$ cat src/rtl/adder_sched.sv
// Two-port round-robin sequencer for a shared external 16-bit adder.
// Narrow ops use one adder pass; wide ops use two, with the carry chained through a register.
module adder_sched (
   input  logic        clk,
   input  logic        rst_n,
   input  logic        req0,
   input  logic        req1,
   input  logic [31:0] a0,
   input  logic [31:0] b0,
   input  logic [31:0] a1,
   input  logic [31:0] b1,
   input  logic        sub0,
   input  logic        sub1,
   input  logic        wide0,
   input  logic        wide1,
   output logic        done0,
   output logic        done1,
   output logic [31:0] result,
   output logic        cout,
   output logic        ovf,
   output logic        zero,
   output logic        busy,
   output logic [15:0] add_x,
   output logic [15:0] add_y,
   output logic        add_cin,
   input  logic [15:0] add_sum,
   input  logic        add_cout
);

   localparam logic [1:0] IDLE = 2'd0;
   localparam logic [1:0] LO   = 2'd1;
   localparam logic [1:0] HI   = 2'd2;
   localparam logic [1:0] DONE = 2'd3;

   logic [1:0]  state_r;
   logic [31:0] a_r;
   logic [31:0] b_r;
   logic        sub_r;
   logic        wide_r;
   logic        gnt_r;
   logic        last_r;
   logic        carry_r;
   logic        done0_r;
   logic        done1_r;
   logic [31:0] result_r;
   logic        cout_r;
   logic        ovf_r;
   logic        zero_r;
   logic        win_s;
   logic [31:0] bp_s;

   // Round-robin winner; on a tie the requester not granted last wins.
   always_comb begin
      win_s = 1'b0;
      if (req0 && req1) begin
         win_s = ~last_r;
      end else if (req1) begin
         win_s = 1'b1;
      end else begin
         win_s = 1'b0;
      end
   end

   assign bp_s = sub_r ? ~b_r : b_r;

   // Adder operand drive, decoded from the current state.
   always_comb begin
      add_x   = 16'h0000;
      add_y   = 16'h0000;
      add_cin = 1'b0;
      case (state_r)
         LO: begin
            add_x   = a_r[15:0];
            add_y   = bp_s[15:0];
            add_cin = sub_r;
         end
         HI: begin
            add_x   = a_r[31:16];
            add_y   = bp_s[31:16];
            add_cin = carry_r;
         end
         default: begin
            add_x   = 16'h0000;
            add_y   = 16'h0000;
            add_cin = 1'b0;
         end
      endcase
   end

   // Sequencer state, operand latches, result/flag registers and done pulses.
   always_ff @(posedge clk or negedge rst_n) begin
      if (!rst_n) begin
         state_r  <= IDLE;
         a_r      <= 32'h0000_0000;
         b_r      <= 32'h0000_0000;
         sub_r    <= 1'b0;
         wide_r   <= 1'b0;
         gnt_r    <= 1'b0;
         last_r   <= 1'b1;
         carry_r  <= 1'b0;
         done0_r  <= 1'b0;
         done1_r  <= 1'b0;
         result_r <= 32'h0000_0000;
         cout_r   <= 1'b0;
         ovf_r    <= 1'b0;
         zero_r   <= 1'b0;
      end else begin
         case (state_r)
            IDLE: begin
               done0_r <= 1'b0;
               done1_r <= 1'b0;
               if (req0 || req1) begin
                  a_r     <= win_s ? a1 : a0;
                  b_r     <= win_s ? b1 : b0;
                  sub_r   <= win_s ? sub1 : sub0;
                  wide_r  <= win_s ? wide1 : wide0;
                  gnt_r   <= win_s;
                  state_r <= LO;
               end
            end
            LO: begin
               result_r[15:0] <= add_sum;
               carry_r        <= add_cout;
               if (!wide_r) begin
                  result_r[31:16] <= 16'h0000;
                  cout_r  <= add_cout;
                  ovf_r   <= (a_r[15] == bp_s[15]) && (add_sum[15] != a_r[15]);
                  zero_r  <= (add_sum == 16'h0000);
                  last_r  <= gnt_r;
                  done0_r <= ~gnt_r;
                  done1_r <= gnt_r;
                  state_r <= DONE;
               end else begin
                  state_r <= HI;
               end
            end
            HI: begin
               result_r[31:16] <= add_sum;
               cout_r  <= add_cout;
               ovf_r   <= (a_r[31] == bp_s[31]) && (add_sum[15] != a_r[31]);
               zero_r  <= (add_sum == 16'h0000) && (result_r[15:0] == 16'h0000);
               last_r  <= gnt_r;
               done0_r <= ~gnt_r;
               done1_r <= gnt_r;
               state_r <= DONE;
            end
            DONE: begin
               done0_r <= 1'b0;
               done1_r <= 1'b0;
               state_r <= IDLE;
            end
            default: begin
               done0_r <= 1'b0;
               done1_r <= 1'b0;
               state_r <= IDLE;
            end
         endcase
      end
   end

   assign done0  = done0_r;
   assign done1  = done1_r;
   assign result = result_r;
   assign cout   = cout_r;
   assign ovf    = ovf_r;
   assign zero   = zero_r;
   assign busy   = (state_r != IDLE);

endmodule

$ cat config.mk
export PLATFORM = sky130hd
export DESIGN_NAME = adder_sched
export DESIGN_NICKNAME = d
export VERILOG_FILES = /design/src/rtl/adder_sched.sv
export SDC_FILE = /design/constraint.sdc
export NUM_CORES = 1
export LEC_CHECK = 0
export BUFFER_PORTS_ARGS = -buffer_cell sky130_fd_sc_hd__buf_2
export CAP_MARGIN = 10
export CORE_ASPECT_RATIO = 0.7
export CORE_MARGIN = 10
export CORE_UTILIZATION = 44
export DETAILED_ROUTE_END_ITERATION = 6
export PLACE_DENSITY = 0.89
export SYNTH_ARGS = -nofsm -noshare
export SYNTH_HDL_FRONTEND = slang
export SYNTH_SLANG_ARGS = --single-unit
export TNS_END_PERCENT = 10
$ cat constraint.sdc
create_clock -name clk -period 1.6 [get_ports clk]
set_input_delay 0 -clock clk [delete_from_list [all_inputs] [get_ports clk]]
set_output_delay 0 -clock clk [all_outputs]
set_load 0.005 [all_outputs]
==> metrics, run 1 <==
grt ovf 0; mux cell area share after synthesis approximately 15%; top-area cell type share of the netlist area between 40 and 50%; final WL 24.08 mm; xor-xnor portion of the synthesized cell area 5.008%; crit path capture type output port; CTS H-tree lvls 3; Max Slew Vio Count 0; top-count cell post-synth dfrtp_1; met1 GRT Util roughly 27%; Crit path largest cell delay approximately 0.4 ns; Synth Area in Simple Gates between 10% and 20%; Root Buffer clkbuf_16; vias per cell 5.438; area leader, netlist dfrtp_1; Top Usage Layer GRT met2; DRT antenna net count 0; CORE AREA 12420 um2; sequential share of the synthesized area 48.31%; Setup crit start state_r[1]; Fmax achieved between 500 and 600 MHz; min-delay src b0[29]; Setup Skew 0.009069 ns; Final Hold Vio Count 0; final net count 1077; Vias 5955; Synth area leaders dfrtp_1, mux2i_1, o21ai_0; Post-DP Area ~7000 um2; Slew @ Worst Pin 0.5221 ns; ys async rst share 100.0%; Compound-Gate Fraction of Synth Area between 10% and 20%; global-route wire length before repair 35.64 mm; cells along the critical path inv_2 > ha_4 > clkbuf_16 > a22oi_1 > nor2b_1 > buf_2; Synth Net Count around 700; Hold Crit Depth 3; Die Y 114.4 um; critical path data arrival time 1.76 ns; Die X 154.8 um; antenna violations before repair 7; Max stage delay cell, worst path dfrtp_1; Area Overhead vs Synth 62.71%; post-synthesis adder-cell area fraction 0.6707%; row cnt 34; Leak 4.454 nW; flop2flop setup slack -0.13 ns; final hold slack approximately 0.0063 ns; hold crit path type in2reg; Fillers 809; Skew-Pair Late Insertion Delay 0.35 ns; Max Cap Viol 0; final setup margin -0.1559 ns; Post-Place Setup Slack -0.002846 ns; initial DRC count 457; status finished with violations; I/O Buffers 223; met3 usage a little under a tenth; DRC 0; combinational family with the most area after synthesis multiplexers; area of the die roughly 18000 um2; Crit Path Max Fanout 11; fin crit share 109.7%; RSZ-0062 raised after global routing true; GRT Resource Usage Total 25.66%; gpl congestion 0.8863; crit path time final 1.756 ns; reg2reg path depth 6; most frequent cells after synthesis dfrtp_1, nand2_1, o21ai_0, mux2i_1, nor2b_1; worst rel slew slack 65.06%; Crit Reg-Reg Endpoint cout; Worst Hold Path EP b_r[29]; post-synthesis cell type count 30; initial core utilization 45.05%; DRT Pass-1 Iters 5; Routed WL per cell 21.99 um; via count of the first global-routing pass 6435; CTS clock-pin slew for the worst setup and hold paths 0.07 ns; largest net degree at the start of global routing 58; Critical Path RT 1.60 ns; CTS tree built; CP Class reg2out; CTS Buffer Depth 2; Post-DP HPWL 12.73 mm; Ports 224; Synth Warn # 0; Finished Cell Area 9106 um2; # setup viols final 38; failing checks setup timing; main flop type after synthesis dfrtp_1; Critical R2R Launch state_r[1]; Startpoint Class register; maximum vdd drop 1253 uV; layout cells sized above 1 34.88%; Synth Cell Area around 5600 um2; cts bufs inserted 9; Syn Area/Cell 9.994 um2; met2 Usage GRT 43.49%; total clock sinks between 100 and 150; post-synthesis register bit count 108; P per Cell Area 1848 nW/um2; Post-synth EDFFs 0; Post-Synthesis Cells 560
==> where the power goes <==
part           internal [mW]  leakage [nW]  switching, mW
logic                   4.62          2.96           4.82
clock network           1.27         0.150           1.02
registers               4.08          1.34           1.01
total                   9.97          4.45           6.85
==> per-stage QoR <==
stage | total power [mW] | util [%] | setup TNS [ns] | cells
floorplan | 9.227 | - | 0 | 560
global placement | 11.86 | 56.65 | 0 | 924
detailed placement | 12.17 | 56.65 | -0.002846 | 924
CTS | 15.87 | 71.89 | -1.595 | 1084
global route | 17.79 | 73.31 | -6.154 | 1095
finish | 16.83 | 73.31 | -3.719 | 1095
==> state kept, by name, indices dropped and copies added (netlist names) <==
name,flops
a_r,32
b_r,32
carry_r,1
cout,1
done0,1
done1,1
gnt_r,1
last_r,1
ovf,1
result,32
state_r,2
sub_r,1
wide_r,1
zero,1
==> final cells by class <==
cell class | instances | area [um2] | area share [%]
clock inverters | 5 | 57.56 | 0.6320
repair buffers | 395 | 3058 | 33.58
inverters | 4 | 15.01 | 0.1649
diodes | 7 | 17.52 | 0.1924
well taps | 162 | 202.7 | 2.226
clock buffers | 11 | 242.7 | 2.666
flip-flops and latches | 108 | 2705 | 29.71
multi-input cells | 403 | 2808 | 30.83
==> routing by layer <==
metal  part of all wire, %  wire [um]  up-vias
li1                      -          -     2673
met1                    37       8907     2831
met2                    49      11910      358
met3                   9.0       2171       91
met4                   4.5       1082        2
met5                 0.033          8        -
==> cell families (layout without fill, tap and decap cells) <==
family / after synthesis / in the layout
AOI/OAI and AO/OA: 129 / 129
adders and majority gates: 3 / 3
xor gates and xnor gates: 32 / 32
buffers and inverters: 49 / 415
other: 0 / 7
and+or+nand+nor: 155 / 155
DFF: 108 / 108
muxes: 84 / 84
==> worst max path at each step <==
stage                     end  slack (ns)  cells past startpoint
detailed placement       cout      -0.003                      6
CTS                  add_x[8]       -0.06                      6
global placement         cout        0.07                      6
global route        add_y[10]       -0.21                      6
floorplan                cout        0.02                      6
finish               add_x[2]       -0.16                      6
==> what timing repair did <==
| action | 4_1_cts | 5_1_grt |
|---|---|---|
| endpoints found under the setup margin | 34 | 37 |
| hold buffers | 136 | 0 |
| hold endpoints to repair | 203 | 0 |
| setup buffers | 4 | 1 |
| resized for setup | 18 | 19 |
| gates cloned | 4 | 3 |
| pin swaps | 1 | 6 |
==> layout by cell type (no fill, tap or decap), drive strengths merged <==
| master | n |
|---|---|
| inv | 6 |
| bufinv | 1 |
| a21o | 1 |
| xor2 | 32 |
| dfstp | 1 |
| o31ai | 1 |
| ha | 3 |
| a31o | 1 |
| diode | 7 |
| nand3b | 1 |
| nor2b | 35 |
| nand4 | 2 |
| nand3 | 1 |
| a22oi | 33 |
| bufbuf | 2 |
| nor3b | 1 |
| dlygate4sd3 | 136 |
| nand2 | 103 |
| nor4 | 8 |
| o21ai | 89 |
| and3 | 2 |
| mux2 | 18 |
| a21boi | 1 |
| mux2i | 66 |
| or3 | 1 |
| clkinv | 2 |
| clkbuf | 14 |
| buf | 254 |
| or3b | 1 |
| a211oi | 2 |
| dfrtp | 107 |
| a22o | 1 |
==> worst max-delay path: cells and delay by family, from the launching register on <==
kind	cells	cell delay [ns]
AND/OR/NAND/NOR	1	0.16
adder cells (fa/ha/maj)	1	0.28
flip-flops	1	0.40
buffers and inverters	3	0.49
AO/OA/AOI/OAI	1	0.07
Power figures use the tool's default switching activity.
==> inputs of run 2 (changes only) <==
--- a/config.mk
+++ b/config.mk
@@ -12,6 +12,7 @@
 export CORE_UTILIZATION = 44
 export DETAILED_ROUTE_END_ITERATION = 6
 export PLACE_DENSITY = 0.89
+export SKIP_CTS_REPAIR_TIMING = 1
 export SYNTH_ARGS = -nofsm -noshare
 export SYNTH_HDL_FRONTEND = slang
 export SYNTH_SLANG_ARGS = --single-unit
==> metrics, run 2 (synthesized netlist as in run 1, its figures left out) <==
final WL 20.70 mm (was 24.08 mm); CP Class reg2out (unchanged); hold crit path type in2reg (unchanged); DRC 0 (unchanged); cells along the critical path inv_2 > ha_4 > buf_12 > a22oi_1 > nor2b_1 > buf_2 (was inv_2 > ha_4 > clkbuf_16 > a22oi_1 > nor2b_1 > buf_2); Slew @ Worst Pin 0.5047 ns (was 0.5221 ns); commonest cells after routing, fill and taps aside buf_2, dfrtp_1, nand2_1 (was buf_2, dlygate4sd3_1, dfrtp_1); Ports 224 (unchanged); Startpoint Class register (unchanged); vias per cell 5.373 (was 5.438); Max Slew Vio Count 0 (unchanged); final hold slack -0.04810 ns (was 0.006286 ns); total clock sinks 108 (unchanged); Leak 4.150 nW (was 4.454 nW); antenna violations before repair 2 (was 7); Max stage delay cell, worst path dfrtp_1 (unchanged); DRT Pass-1 Iters 5 (unchanged); Die X 154.8 um (unchanged); global-route wire length before repair 25.68 mm (was 35.64 mm); initial core utilization 45.05% (unchanged); crit path time final 1.691 ns (was 1.756 ns); maximum vdd drop 1255 uV (was 1253 uV); CTS clock-pin slew for the worst setup and hold paths 0.07 ns (about the same); Crit path largest cell delay 0.41 ns (was 0.40 ns); Area Overhead vs Synth 49.81% (was 62.71%); final net count 1015 (was 1077); Crit Path Max Fanout 11 (unchanged); layout cells sized above 1 36.11% (was 34.88%); Root Buffer clkbuf_16 (unchanged); CORE AREA 12420 um2 (unchanged); P per Cell Area 1889 nW/um2 (was 1848 nW/um2); Skew-Pair Late Insertion Delay 0.34 ns (was 0.35 ns); crit path capture type output port (unchanged); Post-Place Setup Slack -0.002846 ns (unchanged); I/O Buffers 223 (unchanged); GRT Resource Usage Total 17.86% (was 25.66%); area of the die 17700 um2 (unchanged); worst rel slew slack 66.22% (was 65.06%); CTS Buffer Depth 2 (unchanged); cts bufs inserted 9 (unchanged); status finished with violations (unchanged); Finished Cell Area 8384 um2 (was 9106 um2); initial DRC count 446 (was 457); # setup viols final 34 (was 38); CTS H-tree lvls 3 (unchanged); Setup Skew 0.007440 ns (was 0.009069 ns); Max Cap Viol 0 (unchanged); largest net degree at the start of global routing 58 (unchanged); largest delay contributor family on the critical path buffers and inverters (unchanged); CP Buf/Inv Count 3 (unchanged); utilization after layout 67.50% (was 73.31%); Die Y 114.4 um (unchanged); fin crit share 105.7% (was 109.7%); failing checks hold timing, setup timing (was setup timing); CTS tree built (unchanged); Post-DP Area 7037 um2 (unchanged); grt ovf 0 (unchanged); gpl congestion 0.8863 (unchanged); Routed WL per cell 20.13 um (was 21.99 um); final setup margin -0.09107 ns (was -0.1559 ns); RSZ-0062 raised after global routing true (unchanged); row cnt 34 (unchanged); Fmax achieved 591.3 MHz (was 569.5 MHz); Critical Path RT 1.60 ns (about the same); via count of the first global-routing pass 5031 (was 6435); commonest non-fill, non-tap cell in the layout buf_2 (unchanged); Vias 5523 (was 5955); critical path data arrival time 1.69 ns (was 1.76 ns); DRT antenna net count 0 (unchanged); Final Hold Vio Count 26 (was 0); Post-DP HPWL 12.73 mm (unchanged)
run 2: cell count changes in the layout (fill, tap and decap cells not counted), sizes merged:
cell         previous run  this run
buf                   254       251
diode                   7         2
clkbuf                 14        16
dlygate4sd3           136        77
bufbuf                  2         0
run 2: metal layers:
| layer | up-vias | track usage, % | part of all wire [%] |
|---|---|---|---|
| li1 | 2534 | - | - |
| met4 | 0 | 4.018 | 2.5 |
| met5 | - | 0 | 0 |
| met1 | 2634 | 22.87 | 40 |
| met2 | 300 | 28.78 | 49 |
| met3 | 55 | 5.931 | 8.6 |
run 2: worst paths after layout:
kind	slack, ns	from	depth (start not counted)	to
hold / removal	-0.05	a0[31]	3	a_r[31]
max in group asynchronous	0.99	rst_n	3	sub_r
setup reg to reg	-0.04	state_r[1]	6	cout
setup / recovery	-0.09	state_r[1]	6	add_cin
min in group asynchronous	0.06	rst_n	2	result[30]
hold reg to reg	0.48	zero	1	zero
run 2: final cells by class:
type                            instances  area [um2]
Clock buffer                           11       242.7
Inverter                                4       17.52
Multi-Input combinational cell        403        2770
Fill cell                             921        4038
Clock inverter                          5       57.56
Sequential cell                       108        2706
Timing Repair Buffer                  333        2382
Antenna cell                            2       5.005
Tap cell                              162       202.7
run 2: tightest hold or removal path, delay by kind of cell:
kind / cells / cell delay, ns
buffers and inverters: 1 / 0.08
AO/OA/AOI/OAI: 1 / 0.13
multiplexers: 1 / 0.05
run 2: power by group:
| group | internal [mW] | total [mW] | switching [mW] | leakage, nW |
|---|---|---|---|---|
| Combinational | 4.06 | 8.47 | 4.40 | 2.66 |
| Sequential | 4.09 | 5.09 | 1.01 | 1.34 |
| Clock | 1.27 | 2.28 | 1.01 | 0.150 |
| Total | 9.41 | 15.8 | 6.42 | 4.15 |
run 2: stage by stage:
stage          setup TNS, ns  std cells  total power, mW
2_1_floorplan              0        560            9.227
3_3_place_gp               0        924            11.86
3_5_place_dp       -0.002846        924            12.17
4_1_cts               -6.123        940            14.47
5_1_grt               -3.979       1028            16.85
6_report              -1.394       1028            15.84
